[config.mk]
export PLATFORM = sky130hd
export DESIGN_NAME = uart_tx_fifo
export DESIGN_NICKNAME = d
export VERILOG_FILES = /design/src/rtl/uart_pkg.sv /design/src/rtl/sync_fifo.sv /design/src/rtl/uart_tx_fifo.sv
export SDC_FILE = /design/constraint.sdc
export NUM_CORES = 1
export LEC_CHECK = 0
export ABC_AREA = 1
export CAP_MARGIN = 25
export CORE_MARGIN = 2
export CORE_UTILIZATION = 58
export CTS_BUF_LIST = sky130_fd_sc_hd__clkbuf_2 sky130_fd_sc_hd__clkbuf_4 sky130_fd_sc_hd__clkbuf_8
export CTS_CLUSTER_DIAMETER = 30
export DETAILED_ROUTE_END_ITERATION = 10
export MAX_ROUTING_LAYER = met4
export PLACE_DENSITY = 0.78
export SETUP_SLACK_MARGIN = 0.15
export SKIP_LAST_GASP = 1
export SLEW_MARGIN = 25
export SYNTH_ARGS = -nofsm -noshare
export SYNTH_HDL_FRONTEND = slang
export SYNTH_SLANG_ARGS = --single-unit
export TNS_END_PERCENT = 30
[constraint.sdc]
create_clock -name clk -period 2.8 [get_ports clk]
set_input_delay 0.56 -clock clk [delete_from_list [all_inputs] [get_ports clk]]
set_output_delay 0.56 -clock clk [all_outputs]
set_load 0.01 [all_outputs]
[src/rtl/uart_pkg.sv]
// uart_pkg
// Shared definitions for the UART transmit path and the sensor crossbar.
//   tx_state_t : serializer states (IDLE, START, DATA, STOP)
//   DATA_BITS  : payload bits per 8N1 frame
//   CR, T, D   : ASCII bytes the crossbar emits and the TX path carries
package uart_pkg;

    typedef enum logic [1:0] {
        IDLE,
        START,
        DATA,
        STOP
    } tx_state_t;

    localparam int DATA_BITS = 8;

    localparam logic [7:0] CR = 8'h0D;
    localparam logic [7:0] T  = 8'h54;
    localparam logic [7:0] D  = 8'h44;

endpackage

[src/rtl/sync_fifo.sv]
// sync_fifo
// Single-clock FIFO with registered full/empty flags and an occupancy count.
// The head entry is always visible on data_o; a pop simply advances past it.
// Ports:
//   clk, rst      : clock, asynchronous active-low reset
//   push_i/data_i : write request and data (ignored while full)
//   pop_i/data_o  : read request (ignored while empty) and head entry
//   full_o        : count == DEPTH
//   empty_o       : count == 0
//   count_o       : current occupancy, 0..DEPTH
module sync_fifo #(
    parameter int WIDTH = 8,
    parameter int DEPTH = 16
) (
    input  logic                     clk,
    input  logic                     rst,
    input  logic                     push_i,
    input  logic [WIDTH-1:0]         data_i,
    input  logic                     pop_i,
    output logic [WIDTH-1:0]         data_o,
    output logic                     full_o,
    output logic                     empty_o,
    output logic [$clog2(DEPTH):0]   count_o
);

    localparam int AW = $clog2(DEPTH);

    logic [WIDTH-1:0] mem_q [DEPTH];
    logic [AW-1:0]    wr_ptr_q, wr_ptr_d;
    logic [AW-1:0]    rd_ptr_q, rd_ptr_d;
    logic [AW:0]      count_q, count_d;
    logic             full_q, full_d;
    logic             empty_q, empty_d;
    logic             push_ok;
    logic             pop_ok;

    // A push is refused while full even if a pop frees a slot on the same
    // edge; this keeps tx_ready a pure function of registered state.
    assign push_ok = push_i && !full_q;
    assign pop_ok  = pop_i && !empty_q;

    // Pointers are exactly AW bits wide, so DEPTH being a power of two makes
    // the modulo-DEPTH wrap fall out of the natural overflow.
    always_comb begin
        wr_ptr_d = wr_ptr_q;
        rd_ptr_d = rd_ptr_q;
        if (push_ok) begin
            wr_ptr_d = wr_ptr_q + AW'(1);
        end
        if (pop_ok) begin
            rd_ptr_d = rd_ptr_q + AW'(1);
        end
        count_d = count_q + (AW+1)'(push_ok) - (AW+1)'(pop_ok);
        full_d  = (count_d == (AW+1)'(DEPTH));
        empty_d = (count_d == '0);
    end

    always_ff @(posedge clk or negedge rst) begin
        if (!rst) begin
            wr_ptr_q <= '0;
            rd_ptr_q <= '0;
            count_q  <= '0;
            full_q   <= 1'b0;
            empty_q  <= 1'b1;
        end else begin
            wr_ptr_q <= wr_ptr_d;
            rd_ptr_q <= rd_ptr_d;
            count_q  <= count_d;
            full_q   <= full_d;
            empty_q  <= empty_d;
        end
    end

    // Storage needs no reset: entries are only read after being written.
    always_ff @(posedge clk) begin
        if (push_ok) begin
            mem_q[wr_ptr_q] <= data_i;
        end
    end

    assign data_o  = mem_q[rd_ptr_q];
    assign full_o  = full_q;
    assign empty_o = empty_q;
    assign count_o = count_q;

endmodule

[src/rtl/uart_tx_fifo.sv]
// uart_tx_fifo
// Buffers bytes from the crossbar and serialises them as 8N1 frames, LSB
// first. Bursts are accepted at clock rate and drained at baud rate.
// Ports:
//   clk, rst   : clock, asynchronous active-low reset
//   tx_data    : byte to transmit
//   tx_valid   : tx_data valid this cycle
//   tx_ready   : FIFO can accept (not full)
//   tx_serial  : registered UART TX line, idle high
//   tx_busy    : frame on the line or bytes still buffered
//   fifo_count : current FIFO occupancy
//   overflow   : sticky, set when tx_valid is seen while not ready
module uart_tx_fifo
    import uart_pkg::*;
#(
    parameter int CLK_HZ     = 100_000_000,
    parameter int BAUD       = 9600,
    parameter int FIFO_DEPTH = 16
) (
    input  logic                          clk,
    input  logic                          rst,
    input  logic [7:0]                    tx_data,
    input  logic                          tx_valid,
    output logic                          tx_ready,
    output logic                          tx_serial,
    output logic                          tx_busy,
    output logic [$clog2(FIFO_DEPTH):0]   fifo_count,
    output logic                          overflow
);

    localparam int CLKS_PER_BIT = CLK_HZ / BAUD;
    localparam int CNT_W        = $clog2(CLKS_PER_BIT);
    localparam int BIT_W        = $clog2(DATA_BITS);

    localparam logic [CNT_W-1:0] BAUD_LAST = CNT_W'(CLKS_PER_BIT - 1);
    localparam logic [BIT_W-1:0] BIT_LAST  = BIT_W'(DATA_BITS - 1);

    tx_state_t              state_q, state_d;
    logic [CNT_W-1:0]       baud_cnt_q, baud_cnt_d;
    logic [BIT_W-1:0]       bit_idx_q, bit_idx_d;
    logic [DATA_BITS-1:0]   shift_q, shift_d;
    logic                   tx_serial_q, tx_serial_d;
    logic                   overflow_q;
    logic                   baud_last;
    logic                   fifo_pop;
    logic [7:0]             fifo_head;
    logic                   fifo_full;
    logic                   fifo_empty;

    sync_fifo #(
        .WIDTH (8),
        .DEPTH (FIFO_DEPTH)
    ) u_fifo (
        .clk     (clk),
        .rst     (rst),
        .push_i  (tx_valid),
        .data_i  (tx_data),
        .pop_i   (fifo_pop),
        .data_o  (fifo_head),
        .full_o  (fifo_full),
        .empty_o (fifo_empty),
        .count_o (fifo_count)
    );

    assign baud_last = (baud_cnt_q == BAUD_LAST);

    // The line level for the next cycle is computed here and registered, so
    // the pin follows the state change on the same edge without glitches.
    // STOP pops straight into START so back-to-back frames have no gap.
    always_comb begin
        state_d     = state_q;
        baud_cnt_d  = baud_cnt_q;
        bit_idx_d   = bit_idx_q;
        shift_d     = shift_q;
        tx_serial_d = tx_serial_q;
        fifo_pop    = 1'b0;
        case (state_q)
            IDLE: begin
                tx_serial_d = 1'b1;
                if (!fifo_empty) begin
                    fifo_pop    = 1'b1;
                    shift_d     = fifo_head;
                    baud_cnt_d  = '0;
                    state_d     = START;
                    tx_serial_d = 1'b0;
                end
            end
            START: begin
                if (baud_last) begin
                    baud_cnt_d  = '0;
                    bit_idx_d   = '0;
                    state_d     = DATA;
                    tx_serial_d = shift_q[0];
                end else begin
                    baud_cnt_d = baud_cnt_q + CNT_W'(1);
                end
            end
            DATA: begin
                if (baud_last) begin
                    baud_cnt_d = '0;
                    if (bit_idx_q == BIT_LAST) begin
                        state_d     = STOP;
                        tx_serial_d = 1'b1;
                    end else begin
                        shift_d     = shift_q >> 1;
                        bit_idx_d   = bit_idx_q + BIT_W'(1);
                        tx_serial_d = shift_q[1];
                    end
                end else begin
                    baud_cnt_d = baud_cnt_q + CNT_W'(1);
                end
            end
            STOP: begin
                if (baud_last) begin
                    baud_cnt_d = '0;
                    if (!fifo_empty) begin
                        fifo_pop    = 1'b1;
                        shift_d     = fifo_head;
                        state_d     = START;
                        tx_serial_d = 1'b0;
                    end else begin
                        state_d     = IDLE;
                        tx_serial_d = 1'b1;
                    end
                end else begin
                    baud_cnt_d = baud_cnt_q + CNT_W'(1);
                end
            end
            default: begin
                state_d     = IDLE;
                tx_serial_d = 1'b1;
            end
        endcase
    end

    // Reset drives the line high at once, aborting any frame in flight.
    always_ff @(posedge clk or negedge rst) begin
        if (!rst) begin
            state_q     <= IDLE;
            baud_cnt_q  <= '0;
            bit_idx_q   <= '0;
            shift_q     <= '0;
            tx_serial_q <= 1'b1;
        end else begin
            state_q     <= state_d;
            baud_cnt_q  <= baud_cnt_d;
            bit_idx_q   <= bit_idx_d;
            shift_q     <= shift_d;
            tx_serial_q <= tx_serial_d;
        end
    end

    // Diagnostic only: records that the producer offered data while full.
    always_ff @(posedge clk or negedge rst) begin
        if (!rst) begin
            overflow_q <= 1'b0;
        end else if (tx_valid && fifo_full) begin
            overflow_q <= 1'b1;
        end
    end

    assign tx_ready  = !fifo_full;
    assign tx_serial = tx_serial_q;
    assign tx_busy   = (state_q != IDLE) || !fifo_empty;
    assign overflow  = overflow_q;

endmodule

==> flow_summary.yaml <==
placed_design:
  io_buffers: 19
  place_congestion: 0.864
  placed_area_sq_um: 8260
  place_hpwl_microns: 10700
  dpl.cell_count: 985
timing:
  rsz0062_at_grt: "true"
  fin_crit_ns: 2.69
  hold_viol: 0
  slew_headroom_pct: 43.3
  layout_worst_path_cycle_share_pct: 96.0
  slew_viol_final: 0
  worst_pin_slew_ns: 0.851
  finalSetupViolCount: 0
  skew_ns: 0.0118
  fmax_mhz: 372
synthesis:
  yosysWarnings: 0
  avgSynthCellArea_sq_um: 9.88
  ys_ff_latch: 172
  syn-cell-area_sq_um: 7810
  ys_seq_area_share_pct: 63.3
  syn-num-nets: 822
  synthCells: 791
  ys_types: 41
critical_path:
  slowest_stage: "fa_2"
  crit_chain: "ha_2 -> nand3_4 -> nor2_4 -> nand2_4 -> o21bai_4 -> nand2_2 -> inv_2 -> ha_4 -> inv_2 -> ha_4 -> inv_2 -> fa_2 -> o21ai_2 -> xor2_2 -> and3_1"
  crit_end: "u_fifo.full_o"
  critPathKind: "reg2reg"
  r2r_setup_slack_ns: 0.11
  cp_common_cell: "inv_2"
  rr_endpoint: "u_fifo.full_o"
  r2r_start: "baud_cnt_q[0]"
  slowest_delay_ns: 0.39
  reg2reg_depth: 15
  crit_fanout: 3
  critPathTopFamily: "adder cells"
  arrival_ns: 3.10
  crit_start: "baud_cnt_q[0]"
  path_buf_inv: 3
  crit_required_ns: 3.21
  path_depth: 15
  worstSetupEndpointType: "register"
  start_kind: "register"
cells_and_area:
  fin_area_sq_um: 8840
  drive_gt1_share_pct: 11.8
  stdcell_count: 1024
  post-route-util_pct: 67.0
  areaGrowthSynthToFinish_pct: 13.1
  final_nets: 866
  n_antenna_cell: 0
detailed_routing:
  first_pass_iters: 7
  wl_microns: 16500
  drc: 0
  first_iter_violations: 507
  via_per_inst: 5.34
  antenna_left: 0
  num_vias: 5467
  post_drt_wl_per_cell_microns: 16.1
grt:
  grt_start_max_net_pins: 82
  grt_pass1_wl_microns: 26300
  grt_use_total_pct: 24.9
  grt_remaining_overflow: 0
  grt_pass1_vias: 5314
  antenna_found_initial: 0
clocking:
  clkTransAtPathRegs_ns: 0.09
  cts_root_buf: "clkbuf_8"
  clkLatencyLatePin_ns: 0.46
  cts_made_buffers: 17
  htreeDepth: 4
  cts_buffer_depth: 2
  cts_sinks: 172
  tritoncts: "yes"
pwr:
  power.density_nw_per_um2: 705
  p_leak_uw: 0.00386
  total_power_uw: 6230
  vdd_ir_drop_max_uv: 585
floorplanning:
  die-height_microns: 120
  start_util_pct: 59.2
  core_sq_um: 13200
  ios: 20
  fp-row-count: 42
  die_x_microns: 120
  dieArea_sq_um: 14400
hold_path:
  hp-class: "in2async"
run:
  cap_violations: 0
outcome:
  status: "complete, no violations"
## power breakdown
part	internal, uW	switching, uW
clock network	983	890
registers	3050	122
logic	479	707
total	4510	1720
## cell usage after synthesis
master | instances | area, sq um
buf_1 | 2 | 7.51
buf_2 | 15 | 75.1
o21ai_2 | 1 | 8.76
o21bai_4 | 1 | 18.8
and3_1 | 2 | 12.5
edfxtp_1 | 128 | 3840
a21oi_1 | 9 | 45.0
o21ai_1 | 4 | 20.0
xnor2_1 | 3 | 26.3
a211oi_1 | 1 | 7.51
buf_6 | 2 | 22.5
xor2_1 | 8 | 70.1
nand2_4 | 3 | 33.8
nor2_4 | 2 | 22.5
a21oi_2 | 1 | 8.76
o21ai_0 | 16 | 80.1
clkinv_1 | 2 | 7.51
nor3b_2 | 1 | 12.5
ha_1 | 19 | 238
dfstp_2 | 2 | 52.6
fa_1 | 1 | 20.0
or2_2 | 2 | 12.5
inv_2 | 4 | 15.0
inv_1 | 64 | 240
nand3b_1 | 1 | 7.51
dfrtp_1 | 42 | 1050
a31oi_1 | 1 | 6.26
nand3_1 | 58 | 290
nor3b_1 | 2 | 15.0
nor3_1 | 10 | 50.1
o211ai_1 | 2 | 15.0
clkbuf_1 | 1 | 3.75
nor2_1 | 111 | 417
o21a_1 | 1 | 7.51
nand2_2 | 2 | 12.5
a41oi_1 | 1 | 8.76
a21o_1 | 1 | 7.51
nand2_1 | 257 | 965
nor2_2 | 3 | 18.8
buf_4 | 3 | 22.5
nand4_1 | 2 | 12.5
## kinds of logic after synthesis
logic type,Yosys count,share of synthesized area [%]
AOI/OAI and AO/OA,39,3.00
xor gates and xnor gates,11,1.23
adders and majority gates,20,3.30
buffers and inverters,93,5.05
DFF,172,63.3
and+or+nand+nor,456,24.1
## worst min-delay path by stage
stage / end / slack, ns / depth (start not counted)
finish: shift_q[3] / 0.09 / 1
global route: baud_cnt_q[10] / 0.12 / 1
CTS: baud_cnt_q[10] / 0.27 / 1
detailed placement: overflow / 0.45 / 1
global placement: overflow / 0.44 / 1
floorplan: baud_cnt_q[0] / 0.26 / 0
## layout by cell type (no fill, tap or decap), drive strengths merged, types with 2 or more instances in the layout
master           n
o21ai           21
nor3            10
or2              2
edfxtp         128
nor3b            3
a21oi           10
dfstp            2
clkinvlp         2
xor2             8
o211ai           2
buf             30
inv             70
nor2           116
xnor2            3
ha              19
and3             2
nand2          262
bufinv           4
nand3           58
nand4            2
clkbuf          18
clkdlybuf4s50   18
clkinv           8
dfrtp           42
## registers in the layout, summed over array words and instances (netlist names)
register	flops
u_fifo.wr_ptr_q	4
u_fifo.mem_q	128
shift_q	8
state_q	2
tx_serial	1
u_fifo.full_o	1
u_fifo.empty_o	1
bit_idx_q	3
u_fifo.rd_ptr_q	4
baud_cnt_q	14
u_fifo.count_o	5
overflow	1
## stage by stage
stage / TNS (ns) / worst slack, ns / hold WS (ns)
after floorplan: 0 / 0.163 / 0.264
after global placement: 0 / 0.124 / 0.437
after detailed placement: -0.0881 / -0.0881 / 0.453
after CTS: 0 / 0.151 / 0.273
after global routing: 0 / 0.0101 / 0.120
final: 0 / 0.112 / 0.0885
## cell type report
class / count / area (sq um)
fillers: 963 / 4350
clock buffers: 18 / 241
multi-input cells: 526 / 2560
well taps: 176 / 220
clock inverters: 14 / 193
inverters: 70 / 263
flip-flops and latches: 172 / 4950
repair buffers: 48 / 405
## layer usage
layer | track usage (%) | routed length [microns] | vias to the layer above
met5 | - | 0 | -
met4 | 9.85 | 355 | 0
met3 | 4.80 | 849 | 32
met2 | 41.8 | 8710 | 152
met1 | 29.8 | 6580 | 2622
li1 | - | - | 2661
## repair_timing
item                       4_1_cts  5_1_grt
pin swaps                        4        7
setup buffers                    5        2
resized for setup                7       11
hold buffers                     0        0
cloned                           0        0
setup endpoints to repair        3        3
No activity file was read; power rests on OpenSTA's default activity.
